### src/rtl/page_table_walker.sv
`default_nettype none
// ============================================================================
// Module      : page_table_walker
// Description : TLB-miss page-table walker. Reads the PTE for a VPN, returns a
//               PPN refill or a page fault. Define PTW_AD_UPDATE_EN to enable
//               write-back of the referenced/dirty bits.
// Revision    : 1.0 - initial release
// ============================================================================
module page_table_walker #(
    parameter int CNT_W = 16
) (
    input  logic             clk,
    input  logic             rst_n,
    input  logic             req_valid,
    output logic             req_ready,
    input  logic [7:0]       req_vpn,
    input  logic             req_write,
    output logic             pt_rd_en,
    output logic [7:0]       pt_addr,
    input  logic [8:0]       pt_rdata,
    output logic             pt_wr_en,
    output logic [8:0]       pt_wdata,
    output logic             resp_valid,
    input  logic             resp_ready,
    output logic [7:0]       resp_vpn,
    output logic [5:0]       resp_ppn,
    output logic             resp_dirty,
    output logic             resp_fault,
    output logic [CNT_W-1:0] walk_cnt,
    output logic [CNT_W-1:0] fault_cnt
);

    localparam logic [CNT_W-1:0] C_CNT_ONE = {{(CNT_W-1){1'b0}}, 1'b1};
    localparam logic [CNT_W-1:0] C_CNT_MAX = {CNT_W{1'b1}};

    typedef enum logic [2:0] {
        S_IDLE   = 3'd0,
        S_READ   = 3'd1,
        S_WAIT   = 3'd2,
`ifdef PTW_AD_UPDATE_EN
        S_UPDATE = 3'd3,
`endif
        S_RESP   = 3'd4
    } state_t;

    state_t           state_q, state_d;
    logic [7:0]       vpn_q, vpn_d;
    logic             write_q, write_d;
    logic [8:0]       pte_q, pte_d;
    logic             req_ready_q, req_ready_d;
    logic             pt_rd_en_q, pt_rd_en_d;
    logic [7:0]       pt_addr_q, pt_addr_d;
    logic             resp_valid_q, resp_valid_d;
    logic [7:0]       resp_vpn_q, resp_vpn_d;
    logic [5:0]       resp_ppn_q, resp_ppn_d;
    logic             resp_dirty_q, resp_dirty_d;
    logic             resp_fault_q, resp_fault_d;
    logic [CNT_W-1:0] walk_cnt_q, walk_cnt_d;
    logic [CNT_W-1:0] fault_cnt_q, fault_cnt_d;
    logic             resp_hs;

`ifdef PTW_AD_UPDATE_EN
    logic             pt_wr_en_q, pt_wr_en_d;
    logic [8:0]       pt_wdata_q, pt_wdata_d;
    logic             update_needed;

    assign update_needed = pt_rdata[8] & (~pt_rdata[7] | (write_q & ~pt_rdata[6]));
`endif

    assign resp_hs = resp_valid_q & resp_ready;

    always_comb begin
        state_d = state_q;
        vpn_d   = vpn_q;
        write_d = write_q;
        pte_d   = pte_q;

        case (state_q)
            S_IDLE: begin
                if (req_valid) begin
                    vpn_d   = req_vpn;
                    write_d = req_write;
                    state_d = S_READ;
                end
            end
            S_READ: state_d = S_WAIT;
            S_WAIT: begin
                pte_d = pt_rdata;
`ifdef PTW_AD_UPDATE_EN
                state_d = update_needed ? S_UPDATE : S_RESP;
`else
                state_d = S_RESP;
`endif
            end
`ifdef PTW_AD_UPDATE_EN
            S_UPDATE: state_d = S_RESP;
`endif
            S_RESP: begin
                if (resp_ready) state_d = S_IDLE;
            end
            default: state_d = S_IDLE;
        endcase

        // Outputs are registered, so they are derived from the next state.
        req_ready_d  = (state_d == S_IDLE);
        pt_rd_en_d   = (state_d == S_READ);
        pt_addr_d    = (state_d == S_IDLE) ? 8'h00 : vpn_d;
        resp_valid_d = (state_d == S_RESP);

        resp_vpn_d   = 8'h00;
        resp_ppn_d   = 6'h00;
        resp_dirty_d = 1'b0;
        resp_fault_d = 1'b0;
        if (state_d == S_RESP && state_q == S_RESP) begin
            resp_vpn_d   = resp_vpn_q;
            resp_ppn_d   = resp_ppn_q;
            resp_dirty_d = resp_dirty_q;
            resp_fault_d = resp_fault_q;
        end else if (state_d == S_RESP) begin
            // A valid write either found dirty set or is setting it now.
            resp_vpn_d   = vpn_q;
            resp_fault_d = ~pte_d[8];
            resp_ppn_d   = pte_d[8] ? pte_d[5:0] : 6'h00;
            resp_dirty_d = pte_d[8] & (pte_d[6] | write_q);
        end

`ifdef PTW_AD_UPDATE_EN
        pt_wr_en_d = (state_d == S_UPDATE);
        pt_wdata_d = (state_d == S_UPDATE) ?
                     {2'b11, pt_rdata[6] | write_q, pt_rdata[5:0]} : 9'h000;
`endif

        walk_cnt_d  = walk_cnt_q;
        fault_cnt_d = fault_cnt_q;
        if (resp_hs && walk_cnt_q != C_CNT_MAX) begin
            walk_cnt_d = walk_cnt_q + C_CNT_ONE;
        end
        if (resp_hs && resp_fault_q && fault_cnt_q != C_CNT_MAX) begin
            fault_cnt_d = fault_cnt_q + C_CNT_ONE;
        end
    end

    always_ff @(posedge clk or negedge rst_n) begin
        if (!rst_n) begin
            state_q      <= S_IDLE;
            vpn_q        <= 8'h00;
            write_q      <= 1'b0;
            pte_q        <= 9'h000;
            req_ready_q  <= 1'b1;
            pt_rd_en_q   <= 1'b0;
            pt_addr_q    <= 8'h00;
            resp_valid_q <= 1'b0;
            resp_vpn_q   <= 8'h00;
            resp_ppn_q   <= 6'h00;
            resp_dirty_q <= 1'b0;
            resp_fault_q <= 1'b0;
            walk_cnt_q   <= '0;
            fault_cnt_q  <= '0;
`ifdef PTW_AD_UPDATE_EN
            pt_wr_en_q   <= 1'b0;
            pt_wdata_q   <= 9'h000;
`endif
        end else begin
            state_q      <= state_d;
            vpn_q        <= vpn_d;
            write_q      <= write_d;
            pte_q        <= pte_d;
            req_ready_q  <= req_ready_d;
            pt_rd_en_q   <= pt_rd_en_d;
            pt_addr_q    <= pt_addr_d;
            resp_valid_q <= resp_valid_d;
            resp_vpn_q   <= resp_vpn_d;
            resp_ppn_q   <= resp_ppn_d;
            resp_dirty_q <= resp_dirty_d;
            resp_fault_q <= resp_fault_d;
            walk_cnt_q   <= walk_cnt_d;
            fault_cnt_q  <= fault_cnt_d;
`ifdef PTW_AD_UPDATE_EN
            pt_wr_en_q   <= pt_wr_en_d;
            pt_wdata_q   <= pt_wdata_d;
`endif
        end
    end

    assign req_ready  = req_ready_q;
    assign pt_rd_en   = pt_rd_en_q;
    assign pt_addr    = pt_addr_q;
    assign resp_valid = resp_valid_q;
    assign resp_vpn   = resp_vpn_q;
    assign resp_ppn   = resp_ppn_q;
    assign resp_dirty = resp_dirty_q;
    assign resp_fault = resp_fault_q;
    assign walk_cnt   = walk_cnt_q;
    assign fault_cnt  = fault_cnt_q;

`ifdef PTW_AD_UPDATE_EN
    assign pt_wr_en = pt_wr_en_q;
    assign pt_wdata = pt_wdata_q;
`else
    assign pt_wr_en = 1'b0;
    assign pt_wdata = 9'h000;
`endif

endmodule
`default_nettype wire
### config.mk
export PLATFORM = sky130hd
export DESIGN_NAME = page_table_walker
export DESIGN_NICKNAME = d
export VERILOG_FILES = /design/src/rtl/page_table_walker.sv
export SDC_FILE = /design/constraint.sdc
export NUM_CORES = 1
export LEC_CHECK = 0
export BUFFER_PORTS_ARGS = -buffer_cell sky130_fd_sc_hd__buf_4
export CAP_MARGIN = 0
export CORE_MARGIN = 3
export CORE_UTILIZATION = 39
export CTS_CLUSTER_SIZE = 30
export DETAILED_ROUTE_END_ITERATION = 6
export SYNTH_ARGS = -nofsm -noshare
export SYNTH_HDL_FRONTEND = slang
export SYNTH_SLANG_ARGS = --single-unit
export TNS_END_PERCENT = 100
### constraint.sdc
create_clock -name clk -period 4.06 [get_ports clk]
set_clock_uncertainty 0.05 [all_clocks]
set_input_delay 0.203 -clock clk [delete_from_list [all_inputs] [get_ports clk]]
set_output_delay 0.203 -clock clk [all_outputs]
set_load 0.02 [all_outputs]
==> qor_table.md, run 1 <==
| Step | Parameter | Reported |
|---|---|---|
| floorplan | Placement row count | 33 |
| timing | Transition time of the tightest slew-check pin | 1.059 ns |
| cts | Sink Count | 78 |
| timing | Fmax achieved | 439.3 MHz |
| detailed routing | Detail-routed via count per cell | 4.906 |
| timing | Final Hold Fails | 52 |
| detailed routing | Residual antenna-violating net count after detailed routing | 0 |
| cts | Clock-pin slew on the worst setup and hold paths | 0.09 ns |
| place | Post-DP HPWL | 4.809 mm |
| power and ir drop | Total leakage power | 2.085 nW |
| timing | Summed negative setup slack over all endpoints | 0 ns |
| yosys | Fraction of the yosys area taken by sequential cells | 56.91% |
| yosys | Count of flip-flops with a built-in enable after synthesis | 0 |
| yosys | Seq cells post-synth | 78 |
| floorplan | Placeable core region | 8382 µm² |
| layout | Synth-to-Final Area Change | 24.24% |
| run status | Failing checks | negative hold slack |
| cts | Number of buffers between clock root and the deepest sink | 2 |
| layout | Area of combinational cells with multiple inputs | 1335 µm² |
| power and ir drop | Total power divided by cell area | 620.5 nW/µm² |
| worst setup path | Arrival time at the worst endpoint | 2.50 ns |
| global routing | Total global-route track usage | 14.87% |
| cts | Clock tree root driver cell | clkbuf_8 |
| worst setup path | Cells on worst reg2reg path | 4 |
| floorplan | Die span in x | 99.81 µm |
| worst setup path | Largest delay share family, worst path | simple AND/OR/NAND/NOR gates |
| power and ir drop | Fraction of power spent switching nets | 36.70% |
| global routing | Total congestion overflow after global routing | 0 |
| detailed routing | Total number of vias | 2389 |
| global routing | Antenna violations before repair | 0 |
| cts | TritonCTS buffer count | 9 |
| detailed routing | Routed length per instance | 14.64 µm |
| layout | Storage element area | 1953 µm² |
| worst setup path | Crit-path max cell delay | 0.73 ns |
| yosys | Post-Syn Area per Cell | 11.56 µm² |
| cts | Clock insertion delay at the later pin of the skew report | 0.35 ns |
| timing | Unrepaired setup endpoints after global routing | false |
| detailed routing | Number of DRC violations after detailed-routing iteration 0 | 57 |
| floorplan | Number of placed I/O pins | 91 |
| layout | Fill cells | 794 |
| floorplan | Overall die height | 99.81 µm |
| power and ir drop | Int Power | 1.675 mW |
| global routing | Wire length of the first global-routing pass | 11.68 mm |
| global routing | Pin count of the biggest net entering global routing | 79 |
| worst setup path | Peak fanout along the critical path | 8 |
| worst setup path | Startpoint of the worst register-to-register path | state_q[1]$_DFF_PN0_ |
| place | Number of buffers added on ports | 79 |
| worst setup path | Reg2reg setup slack | 1.78 ns |
| timing | Relative slew slack | 29.12% |
| yosys | Mapped Cells | 297 |
| yosys | Area share of the largest cell type after synthesis | 56.14% |
| yosys | Ys async rst share | 100.0% |
| timing | Final worst-path cycle share | 56.07% |
| worst setup path | Crit Reg-Reg Endpoint | resp_ppn[2]$_DFFE_PN0N_ |
| run | Max-capacitance violation count | 0 |
| global routing | Via count of the first global-routing pass | 2348 |
| worst setup path | Type of origin of the critical path | flip-flop |
| cts | Clock tree from TritonCTS | yes |
| run status | Outcome | finished with violations |
| detailed routing | Final routed wirelength across all metal layers | 7.131 mm |
| detailed routing | Initial DRT Pass Iterations | 4 |
| layout | Fin nets | 401 |
| detailed routing | Number of DRC violations after detailed routing | 0 |
| place | RD Place Congestion | 0.7194 |
| power and ir drop | Switching power of the nets | 971.1 µW |
| worst setup path | Worst setup EP type | flip-flop |
| yosys | Cell types with the highest counts after synthesis | dfrtp_1, nand2_1, a21oi_1, xor2_1 |
| layout | N_diodes | 0 |
| floorplan | Area of the die | 9962 µm² |
| worst hold path | Kind of path behind the tightest hold check | in -> async |
| cts | Hold-fix buffers at CTS | 0 |
| power and ir drop | Gate power share | 35.0% |
| power and ir drop | Power share of the sequential group | 43.1% |
| timing | Worst hold margin | -0.05245 ns |
| power and ir drop | Clock power share | 21.9% |
| yosys | Yosys warnings | 0 |
| worst setup path | Type of the worst setup path | reg -> reg |
| worst setup path | Cell at the slowest stage of the critical path | nor3b_2 |
| cts | Number of setup buffers added after CTS | 0 |
| yosys | Post-Syn Area | 3432 µm² |
| timing | Max-slew violation count | 0 |
| timing | Final critical path time including I/O delays and setup | 2.276 ns |
| cts | Number of resized instances in the post-cts repair step | 0 |
| yosys | Top cells by area, synth | dfrtp_1, nand2_1, mux2_2, xor2_1, xnor2_1 |
| worst setup path | Combined buffer and inverter count along the critical path | 0 |
| worst setup path | Cells traversed along the worst timing path | nor3b_2, mux2i_1, or3_1, a21oi_1 |
| floorplan | Effective utilization at floorplan | 40.95% |
| yosys | Number of distinct library cells after synthesis | 43 |
| layout | Fraction of layout cells with a size suffix above 1 | 30.89% |
| timing | Number of failing setup endpoints in the final timing report | 0 |
| power and ir drop | Worst supply voltage drop on vdd | 0.3324 mV |
| cts | Number of H-tree branching levels | 3 |
| yosys | Largest area contributor in the synthesized netlist | dfrtp_1 |
| yosys | Ys flop type | dfrtp_1 |
| yosys | Leading cell type by number of instances after synthesis | dfrtp_1 |
| worst setup path | Required time at the endpoint of the critical path | 4.28 ns |
## worst max-delay path by stage
stage / from / end / slack (ns) / cells after the start
2_1_floorplan: fault_cnt[0]$_DFFE_PN0P_ / fault_cnt[1]$_DFFE_PN0P_ / 2.15 / 6
3_3_place_gp: state_q[1]$_DFF_PN0_ / resp_ppn[4]$_DFFE_PN0N_ / 1.82 / 4
3_5_place_dp: state_q[1]$_DFF_PN0_ / resp_ppn[2]$_DFFE_PN0N_ / 1.79 / 4
4_1_cts: state_q[1]$_DFF_PN0_ / resp_ppn[2]$_DFFE_PN0N_ / 1.78 / 4
5_1_grt: state_q[1]$_DFF_PN0_ / resp_ppn[1]$_DFFE_PN0N_ / 1.63 / 4
6_report: state_q[1]$_DFF_PN0_ / resp_ppn[2]$_DFFE_PN0N_ / 1.78 / 4
## state kept, by name, indices dropped and copies added, names as in the netlist
register    cells
resp_dirty      1
walk_cnt       16
pt_rd_en        1
resp_fault      1
write_q         1
state_q         3
pte_q           7
pt_addr         8
resp_valid      1
resp_vpn        8
resp_ppn        6
vpn_q           8
req_ready       1
fault_cnt      16
## final cells by class
type | count | area share, %
sequential | 78 | 45.80
multi-input combinational | 196 | 31.31
timing repair buffer | 80 | 14.08
tap | 105 | 3.081
clock buffer | 9 | 2.905
clock inverter | 7 | 1.761
inverter | 12 | 1.056
## per-layer routing
metal | vias up | part of all wire, % | GRT usage [%]
met5 | - | 0 | 0
met4 | 0 | 1.5 | 5.987
li1 | 1171 | - | -
met1 | 1148 | 46 | 19.94
met2 | 62 | 47 | 22.63
met3 | 8 | 6.1 | 4.448
## cell families (layout without fill, tap and decap cells)
logic type / Yosys count / in the layout / synth area share, %
multiplexers: 20 / 20 / 6.271
buffers and inverters: 32 / 108 / 5.177
XOR/XNOR: 27 / 27 / 6.890
flip-flops: 78 / 78 / 56.91
other: 1 / 10 / 0.1093
adder cells (fa/ha/maj): 2 / 2 / 0.7290
AND/OR/NAND/NOR: 107 / 107 / 18.08
AO/OA/AOI/OAI: 30 / 30 / 5.833
## per-stage QoR
stage	instance area (µm²)	power, mW	setup slack [ns]	instances	util (%)
finish	4264	2.646	1.784	487	50.87
global route	4264	2.832	1.627	487	50.87
CTS	4264	2.691	1.776	487	50.87
detailed placement	4065	2.095	1.788	471	48.50
global placement	4065	2.080	1.824	471	48.50
floorplan	3466	1.768	2.146	306	-
## placed cells by master, fill, tap and decap left out, drive strengths merged, types with 5 or more instances in the layout
cell / count
inv: 12
or3: 6
dfrtp: 77
nor3: 6
mux2i: 8
mux2: 12
conb: 10
nand4: 6
and3: 5
and4: 8
clkbuf: 9
xor2: 15
xnor2: 12
o31a: 7
buf: 80
nand3: 13
a21oi: 15
nor2: 7
nand2: 36
## power groups by stage
stage	clock network [mW]	logic (mW)	registers, mW
after floorplan	0	0.514	1.25
after global placement	0	0.927	1.15
after detailed placement	0	0.938	1.16
after CTS	0.603	0.943	1.14
after global routing	0.640	1.02	1.17
final	0.580	0.926	1.14
(Power assumes the default switching activity.)
==> run 2: changes to the inputs <==
Clock period 4.06 ns to 1.9 ns, I/O delays scaled along.
==> run 2 against run 1 <==
The run now ends clean. Sequential cell count stayed put. Worst hold slack improved by 0.10 ns. Fmax increased by 27%. Clock power rose to 2.8 times the previous value. Setup slack lost 1.7 ns. Critical endpoint is now fault_cnt[1]$_DFFE_PN0P_. Largest cell class unchanged.
==> qor_table.md, run 2 (same netlist as run 1, synthesis figures left out) <==
| Step | Parameter | Reported | Delta |
|---|---|---|---|
| detailed routing | Number of DRC violations after detailed-routing iteration 0 | 74 | +30% |
| global routing | Via count of the first global-routing pass | 2524 | +7.5% |
| floorplan | Number of placed I/O pins | 91 | unchanged |
| worst setup path | Crit-path max cell delay | 0.41 ns | -0.32 ns |
| floorplan | Area of the die | 9962 µm² | unchanged |
| global routing | Pin count of the biggest net entering global routing | 36 | -54% |
| layout | Commonest non-fill, non-tap cell in the layout | buf_4 |  |
| detailed routing | Initial DRT Pass Iterations | 4 | unchanged |
| detailed routing | Total number of vias | 2555 | +6.9% |
| timing | Relative slew slack | 60.30% | +31 points |
| timing | Final critical path time including I/O delays and setup | 1.788 ns | -0.4888 ns |
| layout | N_diodes | 0 | unchanged |
| timing | Transition time of the tightest slew-check pin | 0.5923 ns | -0.4664 ns |
| place | Placed inst area | 4219 µm² | +3.8% |
| power and ir drop | Total power divided by cell area | 1331 nW/µm² | +110% |
| global routing | Antenna violations before repair | 0 | unchanged |
| worst setup path | Startpoint of the worst register-to-register path | fault_cnt[0]$_DFFE_PN0P_ |  |
| layout | Synth-to-Final Area Change | 36.86% |  |
| floorplan | Placeable core region | 8382 µm² | unchanged |
| worst setup path | Arrival time at the worst endpoint | 1.98 ns | -0.52 ns |
| timing | Summed negative setup slack over all endpoints | 0 ns | unchanged |
| global routing | Wire length of the first global-routing pass | 12.30 mm | +5.3% |
| floorplan | Effective utilization at floorplan | 40.95% | unchanged |
| cts | TritonCTS buffer count | 9 | unchanged |
| cts | Sink Count | 78 | unchanged |
| layout | Final non-filler cell area | 4697 µm² | +10% |
| place | Post-DP HPWL | 5.192 mm | +8.0% |
| worst hold path | Kind of path behind the tightest hold check | in -> reg |  |
| worst setup path | Required time at the endpoint of the critical path | 2.09 ns | -2.19 ns |
| detailed routing | Routed length per instance | 13.98 µm | -4.5% |
| worst setup path | Cell at the slowest stage of the critical path | dfrtp_2 |  |
| layout | Non-filler instance count after layout | 523 | +7.4% |
| run status | Outcome | complete, no violations |  |
| worst hold path | Worst min-delay path startpoint | pt_rdata[8] |  |
| detailed routing | Number of DRC violations after detailed routing | 0 | unchanged |
| timing | Number of failing setup endpoints in the final timing report | 0 | unchanged |
| run | Max-capacitance violation count | 0 | unchanged |
| cts | Number of setup buffers added after CTS | 0 | unchanged |
| layout | Leading cell types in the layout, fill and taps excluded | buf_4, dfrtp_1, nand2_1, dlygate4sd3_1 |  |
| timing | Unrepaired setup endpoints after global routing | false |  |
| worst setup path | Critical path origin | fault_cnt[0]$_DFFE_PN0P_ |  |
| timing | Max-slew violation count | 0 | unchanged |
| power and ir drop | Clock power share | 26.2% | +4.3 points |
| worst setup path | Cells on worst reg2reg path | 5 | +1 |
| floorplan | Overall die height | 99.81 µm | unchanged |
| power and ir drop | Total leakage power | 2.297 nW | +10% |
| layout | Storage element area | 1956 µm² | +0.13% |
| worst setup path | Peak fanout along the critical path | 10 | +2 |
| cts | Number of buffers between clock root and the deepest sink | 2 | unchanged |
| floorplan | Placement row count | 33 | unchanged |
| global routing | Total congestion overflow after global routing | 0 | unchanged |
| worst setup path | Cells traversed along the worst timing path | ha_1, and4_1, and4_2, nor2_2, mux2_2 |  |
| cts | Clock tree from TritonCTS | yes |  |
| timing | Final worst-path cycle share | 94.08% | +38 points |
| power and ir drop | Fraction of power spent switching nets | 33.50% | -3.2 points |
| layout | Share of the core filled with cells in the final layout | 56.04% | +5.2 points |
| layout | Fin nets | 437 | +9.0% |
| detailed routing | Residual antenna-violating net count after detailed routing | 0 | unchanged |
| cts | Clock tree root driver cell | clkbuf_8 |  |
| power and ir drop | Worst supply voltage drop on vdd | 0.9644 mV | +190% |
| worst setup path | Type of the worst setup path | reg -> reg |  |
| place | RD Place Congestion | 0.7460 | +3.7% |
| detailed routing | Final routed wirelength across all metal layers | 7.313 mm | +2.6% |
| floorplan | Die span in x | 99.81 µm | unchanged |
| place | Placed Cells | 488 | +3.6% |
| worst hold path | Worst hold path depth | 4 |  |
| power and ir drop | Switching power of the nets | 2.095 mW | +120% |
| detailed routing | Detail-routed via count per cell | 4.885 | -0.41% |
| cts | Clock insertion delay at the later pin of the skew report | 0.35 ns | about the same |
| power and ir drop | Total power after layout | 6.253 mW | +140% |
| power and ir drop | Int Power | 4.158 mW | +150% |
| layout | Area of combinational cells with multiple inputs | 1351 µm² | +1.2% |
| layout | Fill cells | 739 | -6.9% |
| timing | Fmax achieved | 559.4 MHz | +27% |
| global routing | Total global-route track usage | 15.52% | +0.65 points |
| cts | Number of H-tree branching levels | 3 | unchanged |
| worst setup path | Worst setup EP type | flip-flop |  |
| worst setup path | Type of origin of the critical path | flip-flop |  |
| place | Number of buffers added on ports | 79 | unchanged |
| layout | Fraction of layout cells with a size suffix above 1 | 33.49% | +2.6 points |
| power and ir drop | Gate power share | 34.6% | -0.4 points |
| cts | Clock-pin slew on the worst setup and hold paths | 0.09 ns | about the same |
| power and ir drop | Power share of the sequential group | 39.1% | -4.0 points |
| timing | Final Hold Fails | 0 | -100% |
-- run 2: cell types whose count changed in the layout (fill, tap and decap cells not counted), moves of 2 or more --
cell and change:
clkinvlp_4 -3, dfrtp_1 -2, buf_12 +2, buf_4 +15, dlygate4sd3_1 +19, dfrtp_2 +2
bufinv_16 +3
-- run 2: final timing paths --
check,slack (ns),to
min reg2reg,0.43,pte_q[3]$_DFF_PN0_
max in group asynchronous,1.07,state_q[1]$_DFF_PN0_
max,0.11,fault_cnt[1]$_DFFE_PN0P_
min in group asynchronous,0.13,walk_cnt[5]$_DFFE_PN0P_
min,0.05,resp_fault$_DFFE_PN0N_
max reg2reg,0.11,fault_cnt[1]$_DFFE_PN0P_
-- run 2: cell type report --
class	instances	area share, %
clock buffers	9	2.637
repair buffers	116	20.09
inverters	12	0.9590
well taps	105	2.797
flip-flops and latches	78	41.64
multi-input cells	196	28.77
clock inverters	7	3.117
-- run 2: worst max-delay path: cells and delay by family (launching register included) --
family,cells,cell delay (ns)
multiplexers,1,0.34
flip-flops,1,0.41
AND/OR/NAND/NOR,3,0.67
adder cells (fa/ha/maj),1,0.21
-- run 2: power groups by stage --
stage	Clock [mW]	Sequential, mW	Combinational (mW)
after global placement	0	2.45	2.14
after floorplan	0	2.68	1.10
after detailed placement	0	2.46	2.16
after CTS	1.68	2.44	2.19
after global routing	1.77	2.51	2.37
final	1.64	2.45	2.17
-- run 2: repair_timing --
| item | 4_1_cts | 5_1_grt |
|---|---|---|
| hold buffers | 19 | 0 |
| endpoints found under the hold margin | 95 | 0 |
| gates resized for setup | 0 | 5 |
| endpoints found under the setup margin | 0 | 4 |
-- run 2: stage by stage --
step           setup WS (ns)  hold WS (ns)
6_report              0.1125       0.04707
5_1_grt              0.04373       0.04187
4_1_cts              0.02850       0.03587
3_5_place_dp         0.04864      -0.02187
3_3_place_gp         0.07313      -0.02514
2_1_floorplan        0.01734       -0.2506
-- run 2: layer usage --
layer / up-vias / wire [µm] / track usage, %
met5: - / 0 / 0
met4: 0 / 131 / 6.303
met3: 11 / 443 / 4.170
met2: 68 / 3445 / 24.27
met1: 1232 / 3293 / 20.50
li1: 1244 / - / -
